===== src/rtl/align_array_ctrl_if.sv =====
// Bus bundle between the alignment sequencer, its sequence memories and the PE array.
interface align_array_ctrl_if #(
    parameter int unsigned N_PE   = 64,
    parameter int unsigned ADDR_W = 10,
    parameter int unsigned CALC_W = 16,
    parameter int unsigned BP_W   = 2
);
    localparam int unsigned SEL_W = (N_PE > 1) ? $clog2(N_PE) : 1;

    logic                     start;
    logic [ADDR_W-1:0]        query_len;
    logic [ADDR_W-1:0]        ref_len;
    logic [ADDR_W-1:0]        q_rd_addr;
    logic [BP_W-1:0]          q_rd_data;
    logic [ADDR_W-1:0]        r_rd_addr;
    logic [BP_W-1:0]          r_rd_data;
    logic [BP_W-1:0]          s_out;
    logic                     s_update;
    logic [BP_W-1:0]          t_out;
    logic                     valid_out;
    logic [ADDR_W-1:0]        col_out;
    logic [SEL_W-1:0]         max_sel;
    logic signed [CALC_W-1:0] max_in;
    logic [ADDR_W-1:0]        x_in;
    logic [ADDR_W-1:0]        y_in;
    logic                     busy;
    logic                     done;
    logic signed [CALC_W-1:0] best_score;
    logic [ADDR_W-1:0]        best_x;
    logic [ADDR_W-1:0]        best_y;

    // Sequencer side.
    modport master (
        input  start, query_len, ref_len, q_rd_data, r_rd_data, max_in, x_in, y_in,
        output q_rd_addr, r_rd_addr, s_out, s_update, t_out, valid_out, col_out,
        output max_sel, busy, done, best_score, best_x, best_y
    );

    // Memories, PE array and host side.
    modport slave (
        output start, query_len, ref_len, q_rd_data, r_rd_data, max_in, x_in, y_in,
        input  q_rd_addr, r_rd_addr, s_out, s_update, t_out, valid_out, col_out,
        input  max_sel, busy, done, best_score, best_x, best_y
    );
endinterface


===== src/rtl/align_array_ctrl.sv =====
// Pass sequencer for the systolic affine-gap PE array: load query slice, stream reference,
// drain the wavefront, then fold the pass maximum into the global best.
module align_array_ctrl #(
    parameter int unsigned N_PE   = 64,
    parameter int unsigned ADDR_W = 10,
    parameter int unsigned CALC_W = 16,
    parameter int unsigned BP_W   = 2
) (
    input  logic               clk,
    input  logic               reset_i,
    align_array_ctrl_if.master bus
);
    localparam int unsigned SEL_W = (N_PE > 1) ? $clog2(N_PE) : 1;
    localparam int unsigned OFF_W = ADDR_W + 1;
    localparam int unsigned CNT_W = ADDR_W + 1;
    localparam logic [OFF_W-1:0] NPE_O = OFF_W'(N_PE);
    localparam logic [CNT_W-1:0] NPE_C = CNT_W'(N_PE);

    typedef enum logic [2:0] {IDLE, LOAD, STREAM, DRAIN, ACCUM, DONE} state_t;

    state_t                   state;
    logic [ADDR_W-1:0]        qlen;
    logic [ADDR_W-1:0]        rlen;
    logic [OFF_W-1:0]         offset;
    logic [OFF_W-1:0]         rem;
    logic [CNT_W-1:0]         cnt;
    logic [OFF_W-1:0]         q_addr;
    logic [ADDR_W-1:0]        r_addr;
    logic                     s_upd;
    logic                     s_pad;
    logic                     v_out;
    logic [ADDR_W-1:0]        col;
    logic [SEL_W-1:0]         sel;
    logic                     busy_r;
    logic                     done_r;
    logic signed [CALC_W-1:0] best_s;
    logic [ADDR_W-1:0]        best_xr;
    logic [ADDR_W-1:0]        best_yr;

    logic [ADDR_W-1:0]        nxt_len;
    logic [OFF_W-1:0]         nxt_off;
    logic [OFF_W-1:0]         nxt_rem;

    // Query bases still covered by a pass starting at off, capped at the array size.
    function automatic logic [OFF_W-1:0] pass_rem(input logic [ADDR_W-1:0] len,
                                                  input logic [OFF_W-1:0]  off);
        logic [OFF_W-1:0] left;
        left = OFF_W'(len) - off;
        return (left > NPE_O) ? NPE_O : left;
    endfunction

    // Parameters of the pass about to be loaded (first pass from IDLE, next pass from ACCUM).
    always_comb begin
        nxt_len = (state == IDLE) ? bus.query_len : qlen;
        nxt_off = (state == IDLE) ? '0 : offset + NPE_O;
        nxt_rem = pass_rem(nxt_len, nxt_off);
    end

    // Sequencer FSM with registered strobes, addresses and result.
    always_ff @(posedge clk or negedge reset_i) begin
        if (!reset_i) begin
            state   <= IDLE;
            qlen    <= '0;
            rlen    <= '0;
            offset  <= '0;
            rem     <= '0;
            cnt     <= '0;
            q_addr  <= '0;
            r_addr  <= '0;
            s_upd   <= 1'b0;
            s_pad   <= 1'b0;
            v_out   <= 1'b0;
            col     <= '0;
            sel     <= '0;
            busy_r  <= 1'b0;
            done_r  <= 1'b0;
            best_s  <= '0;
            best_xr <= '0;
            best_yr <= '0;
        end else begin
            s_upd  <= 1'b0;
            v_out  <= 1'b0;
            done_r <= 1'b0;
            case (state)
                IDLE: begin
                    if (bus.start) begin
                        qlen    <= bus.query_len;
                        rlen    <= bus.ref_len;
                        best_s  <= '0;
                        best_xr <= '0;
                        best_yr <= '0;
                        busy_r  <= 1'b1;
                        offset  <= '0;
                        if (bus.query_len != '0 && bus.ref_len != '0) begin
                            q_addr <= nxt_off + NPE_O - OFF_W'(1);
                            rem    <= nxt_rem;
                            sel    <= SEL_W'(nxt_rem - OFF_W'(1));
                            col    <= ADDR_W'(nxt_off);
                            cnt    <= '0;
                            state  <= LOAD;
                        end else begin
                            state  <= DONE;
                        end
                    end
                end
                LOAD: begin
                    // Data for the address shown this cycle arrives next cycle.
                    s_upd <= (cnt < NPE_C);
                    s_pad <= (q_addr >= OFF_W'(qlen));
                    if (cnt + CNT_W'(1) < NPE_C) begin
                        q_addr <= q_addr - OFF_W'(1);
                    end
                    if (cnt == NPE_C) begin
                        cnt    <= '0;
                        r_addr <= '0;
                        state  <= STREAM;
                    end else begin
                        cnt <= cnt + CNT_W'(1);
                    end
                end
                STREAM: begin
                    v_out <= (cnt < CNT_W'(rlen));
                    if (cnt + CNT_W'(1) < CNT_W'(rlen)) begin
                        r_addr <= r_addr + ADDR_W'(1);
                    end
                    if (cnt == CNT_W'(rlen)) begin
                        cnt   <= '0;
                        state <= DRAIN;
                    end else begin
                        cnt <= cnt + CNT_W'(1);
                    end
                end
                DRAIN: begin
                    // Wavefront must reach PE[rem-1] and pass its output register.
                    if (cnt == CNT_W'(rem) + CNT_W'(1)) begin
                        cnt   <= '0;
                        state <= ACCUM;
                    end else begin
                        cnt <= cnt + CNT_W'(1);
                    end
                end
                ACCUM: begin
                    // Strict compare: ties keep the earlier pass.
                    if (bus.max_in > best_s) begin
                        best_s  <= bus.max_in;
                        best_xr <= bus.x_in;
                        best_yr <= bus.y_in;
                    end
                    offset <= nxt_off;
                    if (nxt_off < OFF_W'(qlen)) begin
                        q_addr <= nxt_off + NPE_O - OFF_W'(1);
                        rem    <= nxt_rem;
                        sel    <= SEL_W'(nxt_rem - OFF_W'(1));
                        col    <= ADDR_W'(nxt_off);
                        cnt    <= '0;
                        state  <= LOAD;
                    end else begin
                        state  <= DONE;
                    end
                end
                DONE: begin
                    done_r <= 1'b1;
                    busy_r <= 1'b0;
                    state  <= IDLE;
                end
                default: state <= IDLE;
            endcase
        end
    end

    // Base outputs pass the sync-read memory data straight through, qualified by the
    // registered strobe so they sit at zero whenever the strobe is low.
    assign bus.s_out      = (s_upd && !s_pad) ? bus.q_rd_data : '0;
    assign bus.t_out      = v_out ? bus.r_rd_data : '0;
    assign bus.s_update   = s_upd;
    assign bus.valid_out  = v_out;
    assign bus.q_rd_addr  = q_addr[ADDR_W-1:0];
    assign bus.r_rd_addr  = r_addr;
    assign bus.col_out    = col;
    assign bus.max_sel    = sel;
    assign bus.busy       = busy_r;
    assign bus.done       = done_r;
    assign bus.best_score = best_s;
    assign bus.best_x     = best_xr;
    assign bus.best_y     = best_yr;
endmodule


===== src/flat_wrapper.sv =====
// flat-port wrapper written by rule: the top's interface ports become plain ports
module align_array_ctrl_flat 
#(
    parameter int unsigned N_PE   = 64,
    parameter int unsigned ADDR_W = 10,
    parameter int unsigned CALC_W = 16,
    parameter int unsigned BP_W   = 2
)
  (clk, reset_i, bus_start, bus_query_len, bus_ref_len, bus_q_rd_data, bus_r_rd_data, bus_max_in, bus_x_in, bus_y_in, bus_q_rd_addr, bus_r_rd_addr, bus_s_out, bus_s_update, bus_t_out, bus_valid_out, bus_col_out, bus_max_sel, bus_busy, bus_done, bus_best_score, bus_best_x, bus_best_y);
  align_array_ctrl_if #(.N_PE(N_PE), .ADDR_W(ADDR_W), .CALC_W(CALC_W), .BP_W(BP_W)) bus_i ();
  input  logic clk;
  input  logic reset_i;
  input wire logic [$bits(bus_i.start)-1:0] bus_start;
  input wire logic [$bits(bus_i.query_len)-1:0] bus_query_len;
  input wire logic [$bits(bus_i.ref_len)-1:0] bus_ref_len;
  input wire logic [$bits(bus_i.q_rd_data)-1:0] bus_q_rd_data;
  input wire logic [$bits(bus_i.r_rd_data)-1:0] bus_r_rd_data;
  input wire logic [$bits(bus_i.max_in)-1:0] bus_max_in;
  input wire logic [$bits(bus_i.x_in)-1:0] bus_x_in;
  input wire logic [$bits(bus_i.y_in)-1:0] bus_y_in;
  output wire logic [$bits(bus_i.q_rd_addr)-1:0] bus_q_rd_addr;
  output wire logic [$bits(bus_i.r_rd_addr)-1:0] bus_r_rd_addr;
  output wire logic [$bits(bus_i.s_out)-1:0] bus_s_out;
  output wire logic [$bits(bus_i.s_update)-1:0] bus_s_update;
  output wire logic [$bits(bus_i.t_out)-1:0] bus_t_out;
  output wire logic [$bits(bus_i.valid_out)-1:0] bus_valid_out;
  output wire logic [$bits(bus_i.col_out)-1:0] bus_col_out;
  output wire logic [$bits(bus_i.max_sel)-1:0] bus_max_sel;
  output wire logic [$bits(bus_i.busy)-1:0] bus_busy;
  output wire logic [$bits(bus_i.done)-1:0] bus_done;
  output wire logic [$bits(bus_i.best_score)-1:0] bus_best_score;
  output wire logic [$bits(bus_i.best_x)-1:0] bus_best_x;
  output wire logic [$bits(bus_i.best_y)-1:0] bus_best_y;
  assign bus_i.start = bus_start;
  assign bus_i.query_len = bus_query_len;
  assign bus_i.ref_len = bus_ref_len;
  assign bus_i.q_rd_data = bus_q_rd_data;
  assign bus_i.r_rd_data = bus_r_rd_data;
  assign bus_i.max_in = bus_max_in;
  assign bus_i.x_in = bus_x_in;
  assign bus_i.y_in = bus_y_in;
  assign bus_q_rd_addr = bus_i.q_rd_addr;
  assign bus_r_rd_addr = bus_i.r_rd_addr;
  assign bus_s_out = bus_i.s_out;
  assign bus_s_update = bus_i.s_update;
  assign bus_t_out = bus_i.t_out;
  assign bus_valid_out = bus_i.valid_out;
  assign bus_col_out = bus_i.col_out;
  assign bus_max_sel = bus_i.max_sel;
  assign bus_busy = bus_i.busy;
  assign bus_done = bus_i.done;
  assign bus_best_score = bus_i.best_score;
  assign bus_best_x = bus_i.best_x;
  assign bus_best_y = bus_i.best_y;
  align_array_ctrl #(.N_PE(N_PE), .ADDR_W(ADDR_W), .CALC_W(CALC_W), .BP_W(BP_W)) u_core (.clk(clk), .reset_i(reset_i), .bus(bus_i));
endmodule

===== config.mk =====
export PLATFORM = sky130hd
export DESIGN_NAME = align_array_ctrl_flat
export DESIGN_NICKNAME = d
export VERILOG_FILES = /design/src/rtl/align_array_ctrl_if.sv /design/src/rtl/align_array_ctrl.sv /design/src/flat_wrapper.sv
export SDC_FILE = /design/constraint.sdc
export NUM_CORES = 1
export LEC_CHECK = 0
export CAP_MARGIN = 20
export CORE_MARGIN = 10
export CORE_UTILIZATION = 35
export CTS_BUF_LIST = sky130_fd_sc_hd__clkbuf_8
export CTS_CLUSTER_DIAMETER = 80
export DETAILED_ROUTE_END_ITERATION = 10
export GPL_ROUTABILITY_DRIVEN = 0
export SYNTH_ARGS = -nofsm -noshare
export SYNTH_HDL_FRONTEND = slang
export SYNTH_SLANG_ARGS = --single-unit
export TNS_END_PERCENT = 1

===== constraint.sdc =====
create_clock -name clk -period 4.3 [get_ports clk]
set_clock_uncertainty 0.1 [all_clocks]
set_input_delay 0.86 -clock clk [delete_from_list [all_inputs] [get_ports clk]]
set_output_delay 0.86 -clock clk [all_outputs]
set_load 0.05 [all_outputs]

==> results_dict.tcl, run 1 <==
set metrics [dict create \
    path_cells "clkdlybuf4s50_1 -> nor4b_1 -> a21oi_1 -> ha_1 -> or3_1 -> a211o_1 -> a41o_1 -> a211o_1 -> a32oi_2 -> nor3_2 -> and2_4 -> nand2b_1 -> ha_1 -> inv_1 -> and4_1 -> o31a_1" \
    cts-root-buf "clkbuf_8" \
    synth_top_area_cell "dfrtp_1" \
    grt_max_degree 63 \
    synth_fa_ha_area_share_pct 10.4 \
    synth_top_area_share_pct 38.2 \
    synth_cells 966 \
    dr.pass1.iters 5 \
    cts_buffer_depth 2 \
    synth_edf_count 0 \
    power.density_nw_per_um2 688 \
    design.die.area_sq_um 31800 \
    worst_slack_ps 317 \
    core_sq_um 24500 \
    r2r-end "u_core.bus.max_sel[2]" \
    hold_class "in -> async" \
    num_rows 57 \
    dpl.hpwl_microns 18600 \
    drt-initial-drc-count 451 \
    final_antenna_net_count 0 \
    htreeDepth 4 \
    cts_hold_buf 0 \
    layout-drive-gt1-share_pct 10.9 \
    top_usage_layer "met2" \
    critical_path.top_delay_family "compound AO/OA/AOI/OAI gates" \
    grt_pass1_wl_microns 40300 \
    max_stage_delay_ps 540 \
    async_flop_share_pct 100 \
    fillers 2354 \
    hold_viol_final 0 \
    cp.required_ps 4540 \
    total_power_mw 7.67 \
    final.setup.tns_ps 0 \
    grt_util_met2_pct 24.3 \
    endpoint_kind "flop" \
    max_freq_ghz 0.251 \
    grtUsageTotal_pct 15.7 \
    io_buffers 142 \
    postCtsSetupBuffers 0 \
    rr_worst_depth 17 \
    met3_usage_pct 5.77 \
    antennaDiodeCount 0 \
    synth_top_family_by_area "simple AND/OR/NAND/NOR gates" \
    leakage_nw 5.13 \
    synth.distinct_cells 72 \
    grt_pass1_vias 7479 \
    reg2reg_from "u_core.state[2]" \
    yosys-top-cells-area "dfrtp_1 (38%), ha_1 (10%), nand2_1 (5.0%), mux2_2 (4.6%), o21ai_0 (3.7%)" \
    synthMuxAreaShare_pct 7.36 \
    worstPathMaxFanout 4 \
    status "complete, no violations" \
    slowest_stage "clkdlybuf4s50_1" \
    antenna_found_initial 0 \
    finalSetupViolCount 0 \
    syn_avg_cell_area_sq_um 9.08 \
    seq_area_frac_synth_pct 38.2 \
    irDropWorstVdd_uv 396 \
    die_width_microns 178 \
    yosysWarnings 0 \
    worstSetupPathType "in -> reg" \
    die_h_microns 178 \
    post-place-ws_ps -130 \
    cp.arrival_ps 4220 \
    io_pins 143 \
    cap_violations 0 \
    critPathLaunchType "input port" \
    vias 7411 \
    vias_per_cell 5.11 \
    critPathBufInv 2 \
    overflow 0 \
    ys.flop_type "dfrtp_1" \
    synth_most_common_cell "dfrtp_1" \
    cts_resized 0 \
    rsz0062_at_grt "false" \
    path_clk_slew_ps 80 \
    wl_per_cell_microns 16.9 \
    cts.sinks 134 \
    yosys-top-cells-count "dfrtp_1 (134), nand2_1 (116), ha_1 (72)" \
    period_needed_ps 3980 \
    reg2reg_setup_slack_ps 340 \
    final_nets 1247 \
    worst_skew_pair.late_latency_ps 470 \
    period_share_pct 92.6 \
    synth_area_sq_um 8770 \
    synth-simple-area-share_pct 18.8 \
    max_slew_margin_pct 37.1 \
    drcViolationCount 0 \
    routed_wl_microns 24500 \
    synth_compound_gate_area_share_pct 15.9 \
    numCtsBuffers 17 \
    worstMarginPinSlew_ps 941 \
    cts_tree "built" \
    report.final.slew_viol_count 0 \
    synth_xor_area_share_pct 3.79 \
    syn2layout_area_growth_pct 27.0 \
    ys_ff_latch 134 \
    initial_utilization_pct 35.9 \
    grt.met1_usage_pct 20.1 \
    syn_nets 1101 \
]
## sequential cells by signal (all words and copies together) (netlist names)
| signal | cells |
|---|---|
| u_core.bus.best_score | 16 |
| u_core.rlen | 10 |
| u_core.bus.valid_out | 1 |
| u_core.bus.r_rd_addr | 10 |
| u_core.bus.done | 1 |
| u_core.state | 3 |
| u_core.qlen | 10 |
| u_core.q_addr | 11 |
| u_core.cnt | 11 |
| u_core.rem | 11 |
| u_core.bus.max_sel | 6 |
| u_core.bus.s_update | 1 |
| u_core.offset | 11 |
| u_core.s_pad | 1 |
| u_core.bus.busy | 1 |
| u_core.bus.col_out | 10 |
| u_core.bus.best_y | 10 |
| u_core.bus.best_x | 10 |
## placed cells by master, fill, tap and decap left out, types with 17 or more instances in the layout
cell type,instances
nand2_1,115
clkdlybuf4s50_1,141
o21ai_0,65
a21oi_1,47
mux2_2,36
nor2_1,66
dfrtp_1,134
buf_4,35
inv_1,61
xnor2_1,27
ha_1,72
and2_1,18
clkbuf_8,17
a21o_1,19
nand3_1,26
mux2i_1,24
## metal layers
| metal | vias to the layer above | share of wire, % |
|---|---|---|
| li1 | 3712 | - |
| met1 | 3506 | 46 |
| met2 | 173 | 45 |
| met3 | 20 | 7.7 |
| met4 | 0 | 1.3 |
| met5 | - | 0 |
## final cells by class
cell class / count / area (sq um) / area share [%]
multi-input combinational: 719 / 4950 / 44.5
sequential: 134 / 3350 / 30.1
timing repair buffer: 180 / 1750 / 15.7
tap: 324 / 405 / 3.64
clock buffer: 17 / 234 / 2.10
clock inverter: 15 / 226 / 2.03
inverter: 60 / 225 / 2.02
## logic make-up (layout without fill, tap and decap cells)
group / after synthesis / in the layout
AND/OR/NAND/NOR: 330 / 330
AO/OA/AOI/OAI: 218 / 218
flip-flops: 134 / 134
buffers and inverters: 113 / 272
adder cells (fa/ha/maj): 73 / 73
multiplexers: 60 / 60
XOR/XNOR: 38 / 38
## how the worst max path moves through the flow
stage,start,to,slack (ps),depth (start not counted)
after floorplan,u_core.state[0],u_core.bus.max_sel[2],150,21
after global placement,bus_query_len[1],u_core.bus.max_sel[2],-100,16
after detailed placement,bus_query_len[1],u_core.bus.max_sel[2],-130,16
after CTS,u_core.state[2],u_core.bus.max_sel[2],310,17
after global routing,bus_query_len[1],u_core.bus.max_sel[4],30,16
final,bus_query_len[1],u_core.bus.max_sel[2],320,16
## metrics by stage
step	utilization, %	cell area, sq um	cells	hold WS (ps)
6_report	45.6	11100	1449	287
4_1_cts	45.6	11100	1449	292
3_3_place_gp	43.7	10700	1417	366
3_5_place_dp	43.7	10700	1417	374
5_1_grt	45.6	11100	1449	309
2_1_floorplan	-	8770	966	368
## where the power goes
part	switching [mW]	total, mW	internal [mW]
logic	2.55	4.37	1.82
clock network	0.562	1.26	0.695
registers	0.400	2.04	1.64
total	3.51	7.67	4.15
Note: power is estimated with default switching activity, not from simulation.
==> run 2, diff against run 1 <==
==> constraint.sdc (replaced) <==
create_clock -name clk -period 4.09 [get_ports clk]
set_clock_uncertainty 0.1 [all_clocks]
set_input_delay 0.818 -clock clk [delete_from_list [all_inputs] [get_ports clk]]
set_output_delay 0.818 -clock clk [all_outputs]
set_load 0.05 [all_outputs]
==> run 2 against run 1 <==
Clock power decreased by 4%; largest cell class unchanged; routed wire length fell by 0.62%; register-to-register slack got worse by 90 ps; highest routed layer unchanged; worst hold slack lost 20 ps; cell area grew 0.18%; die area unchanged; total power increased by 3.9%; global-route usage decreased by 0.14 points.
==> results_dict.tcl, run 2 (synthesis results as in run 1) <==
set metrics [dict create \
    grt_pass1_vias 7378 \
    fillers 2334 \
    largest_reg_flops 16 \
    htreeDepth 4 \
    top_usage_layer "met2" \
    crit_start "bus_query_len[1]" \
    worstMarginPinSlew_ps 914 \
    final.setup.tns_ps 0 \
    grt_max_degree 67 \
    initial_utilization_pct 35.9 \
    hold_class "in -> async" \
    endpoint_kind "flop" \
    finalSetupViolCount 0 \
    cts_hold_buf 0 \
    design.die.area_sq_um 31800 \
    postCtsSetupBuffers 0 \
    vias_per_cell 5.10 \
    report.final.slew_viol_count 0 \
    die_width_microns 178 \
    overflow 0 \
    io_pins 143 \
    cts_buffer_depth 2 \
    drcViolationCount 0 \
    irDropWorstVdd_uv 373 \
    reg2reg_from "u_core.state[2]" \
    drt-initial-drc-count 344 \
    worst_skew_pair.late_latency_ps 450 \
    grtUsageTotal_pct 15.5 \
    layout-drive-gt1-share_pct 11.4 \
    worstPathMaxFanout 4 \
    leakage_nw 5.14 \
    final_common_cell "clkdlybuf4s50_1" \
    status "complete, no violations" \
    wl_per_cell_microns 16.8 \
    hold_viol_final 0 \
    cts_tree "built" \
    path_clk_slew_ps 70 \
    cap_violations 0 \
    max_freq_ghz 0.260 \
    routed_wl_microns 24400 \
    cts.sinks 134 \
    fin_util_pct 45.6 \
    grt_util_met2_pct 23.8 \
    max_slew_margin_pct 38.8 \
    period_needed_ps 3840 \
    cts_resized 0 \
    num_rows 57 \
    syn2layout_area_growth_pct 27.3 \
    vias 7403 \
    antenna_found_initial 0 \
    final_nets 1252 \
    io_buffers 142 \
    cp.required_ps 4330 \
    layout_common_cells "clkdlybuf4s50_1 (141), dfrtp_1 (134), nand2_1 (115)" \
    cts-root-buf "clkbuf_8" \
    rsz0062_at_grt "false" \
    die_h_microns 178 \
    power.density_nw_per_um2 713 \
    cp.arrival_ps 4080 \
    dr.pass1.iters 5 \
    grt.met1_usage_pct 20.4 \
    met3_usage_pct 5.37 \
    numCtsBuffers 17 \
    critPathLaunchType "input port" \
    antennaDiodeCount 0 \
    period_share_pct 93.9 \
    final_antenna_net_count 0 \
    worstSetupPathType "in -> reg" \
    grt_pass1_wl_microns 39900 \
    dpl.hpwl_microns 18700 \
    core_sq_um 24500 \
]
run 2: cell type report:
cell class | count | area (sq um) | area share [%]
well taps | 324 | 405 | 3.63
inverters | 60 | 225 | 2.02
flip-flops and latches | 134 | 3350 | 30.0
multi-input cells | 719 | 4970 | 44.5
clock inverters | 8 | 123 | 1.10
clock buffers | 22 | 303 | 2.71
repair buffers | 185 | 1780 | 16.0
run 2: worst paths after layout:
kind / depth (start not counted) / endpoint / slack (ps)
setup / recovery: 16 / u_core.bus.max_sel[2] / 250
max in group asynchronous: 2 / u_core.bus.best_x[1] / 2780
hold / removal: 1 / u_core.q_addr[8] / 270
setup reg to reg: 12 / u_core.bus.max_sel[4] / 250
hold reg to reg: 2 / u_core.bus.col_out[8] / 380
min in group clk: 2 / u_core.bus.col_out[8] / 380
run 2: power breakdown:
part           leakage [nW]  switching (mW)  internal, mW
logic                  3.19            2.69          1.92
registers              1.73           0.423          1.72
clock network         0.214           0.530         0.676
run 2: worst max-delay path: stages:
cell	delay, ps
clkdlybuf4s50_1	540
nor4b_2	260
a21oi_1	80
ha_1	210
or3_1	300
a211o_1	260
a41o_1	200
a211o_1	270
a32oi_2	220
nor3_4	70
and2_4	170
nand2_1	70
ha_2	190
inv_1	50
and4_1	130
o31a_1	230
run 2: metal layers:
metal	wire, microns	up-vias
met5	0	-
met4	289	0
met3	1810	15
met2	10800	166
met1	11500	3517
li1	-	3705
run 2: metrics by stage:
step / power [mW] / hold slack [ps] / cells / worst slack [ps] / area (sq um)
2_1_floorplan: 5.37 / 368 / 966 / 11.3 / 8800
3_3_place_gp: 6.70 / 362 / 1422 / -241 / 10700
3_5_place_dp: 6.78 / 376 / 1422 / -306 / 10700
4_1_cts: 8.02 / 277 / 1452 / 167 / 11200
5_1_grt: 8.65 / 298 / 1452 / 53.7 / 11200
6_report: 7.96 / 267 / 1452 / 250 / 11200
==> run 3, diff against run 2 <==
==> constraint.sdc (replaced) <==
create_clock -name clk -period 4.8 [get_ports clk]
set_clock_uncertainty 0.1 [all_clocks]
set_input_delay 0.96 -clock clk [delete_from_list [all_inputs] [get_ports clk]]
set_output_delay 0.96 -clock clk [all_outputs]
set_load 0.05 [all_outputs]
==> run 3 against run 2 <==
Cell area down 2.5%; clock power decreased by 29%; first-iteration DRC count is 20% higher.
==> results_dict.tcl, run 3 (synthesis results as in run 1) <==
set metrics [dict create \
    largest_reg_flops 16 \
    leakage_nw 4.99 \
    io_buffers 142 \
    irDropWorstVdd_uv 311 \
    htreeDepth 4 \
    status "complete, no violations" \
    drcViolationCount 0 \
    initial_utilization_pct 35.9 \
    vias_per_cell 5.10 \
    dpl_cell_area_sq_um 10500 \
    cp.arrival_ps 4550 \
    fillers 2374 \
    max_stage_delay_ps 530 \
    die_h_microns 178 \
    path_clk_slew_ps 70 \
    wl_per_cell_microns 16.9 \
    grt_pass1_vias 7384 \
    period_needed_ps 4310 \
    die_width_microns 178 \
    report.final.slew_viol_count 0 \
    drt-initial-drc-count 412 \
    cts_resized 0 \
    rsz0062_at_grt "false" \
    design.die.area_sq_um 31800 \
    final_common_cell "clkdlybuf4s50_1" \
    critical_path.top_delay_family "compound AO/OA/AOI/OAI gates" \
    vias 7310 \
    cts_buffer_depth 2 \
    worstSetupPathType "in -> reg" \
    critPathLaunchType "input port" \
    io_pins 143 \
    endpoint_kind "flop" \
    max_freq_ghz 0.232 \
    overflow 0 \
    reg2reg_setup_slack_ps 580 \
    layout-drive-gt1-share_pct 9.66 \
    max_slew_margin_pct 40.5 \
    worst_skew_pair.late_latency_ps 460 \
    core_sq_um 24500 \
    antenna_found_initial 1 \
    cts-root-buf "clkbuf_8" \
    cts.sinks 134 \
    syn2layout_area_growth_pct 24.1 \
    hold_viol_final 0 \
    grt_pass1_wl_microns 39900 \
    power.density_nw_per_um2 592 \
    grt_max_degree 79 \
    postCtsSetupBuffers 0 \
    antennaDiodeCount 0 \
    cp.required_ps 5040 \
    critPathBufInv 2 \
    worstPathMaxFanout 9 \
    dp_cells 1401 \
    num_rows 57 \
    final.setup.tns_ps 0 \
    final_antenna_net_count 0 \
    slowest_stage "clkdlybuf4s50_1" \
    dpl.hpwl_microns 18500 \
    period_share_pct 89.7 \
    worstMarginPinSlew_ps 885 \
    cts_tree "built" \
    dr.pass1.iters 5 \
    cap_violations 0 \
    hold_class "reg -> reg" \
    path_cells "clkdlybuf4s50_1 -> nor4b_1 -> a21oi_1 -> ha_1 -> or3_1 -> a211o_1 -> a41o_1 -> a211o_1 -> a32oi_2 -> nor3_2 -> and2_4 -> nand2b_1 -> ha_1 -> inv_1 -> and4_1 -> o31a_1" \
    cts_hold_buf 0 \
    routed_wl_microns 24200 \
    layout_common_cells "clkdlybuf4s50_1 (141), dfrtp_1 (134), nand2_1 (115)" \
    final_cell_area_sq_um 10900 \
    grtUsageTotal_pct 15.6 \
    numCtsBuffers 17 \
    final_nets 1231 \
    finalSetupViolCount 0 \
    final_cells 1432 \
]
==> run 3: report_power, final <==
| group | internal, mW | total (mW) | switching (mW) |
|---|---|---|---|
| logic | 1.53 | 3.75 | 2.23 |
| clock network | 0.395 | 0.862 | 0.467 |
| registers | 1.47 | 1.84 | 0.366 |
| total | 3.39 | 6.45 | 3.06 |
==> run 3: layout make-up <==
type	instances	area [sq um]	share of cell area (%)
multi-input cells	719	4950	45.5
flip-flops and latches	134	3350	30.8
repair buffers	164	1600	14.7
well taps	324	405	3.72
clock buffers	20	275	2.53
inverters	60	225	2.07
clock inverters	11	75.1	0.689
==> run 3: worst paths after layout <==
check                                      start               endpoint  depth (start not counted)
setup / recovery                bus_query_len[1]  u_core.bus.max_sel[2]                         16
hold / removal             u_core.bus.max_sel[1]  u_core.bus.max_sel[1]                          2
setup reg to reg                 u_core.state[0]  u_core.bus.max_sel[2]                         17
hold reg to reg            u_core.bus.max_sel[1]  u_core.bus.max_sel[1]                          2
max in group asynchronous                reset_i         u_core.rlen[5]                          2
min in group asynchronous                reset_i       u_core.q_addr[7]                          1
==> run 3: worst reg2reg max path: cells and delay by family (launching register included) <==
| family | cells | cell delay, ps |
|---|---|---|
| AND/OR/NAND/NOR | 6 | 1370 |
| AO/OA/AOI/OAI | 5 | 1220 |
| adder cells (fa/ha/maj) | 3 | 620 |
| flip-flops | 1 | 470 |
| multiplexers | 1 | 220 |
| buffers and inverters | 2 | 130 |
==> run 3: per-layer routing <==
layer  GRT usage (%)  wire length (microns)  vias to the layer above  part of all wire, %
met5               0                      0                        -                    0
li1                -                      -                     3674                    -
met4            4.13                    363                        0                  1.5
met3            6.03                   1890                       21                  7.8
met2            24.5                  11100                      158                   46
met1            19.7                  10800                     3457                   45
==> run 3: through the flow <==
stage	power [mW]	utilization, %	hold slack (ps)	worst slack (ps)
5_1_grt	7.03	44.5	410	219
3_3_place_gp	5.56	43.1	362	200
6_report	6.45	44.5	379	494
3_5_place_dp	5.61	43.1	372	101
4_1_cts	6.51	44.5	390	569
2_1_floorplan	4.56	-	368	648
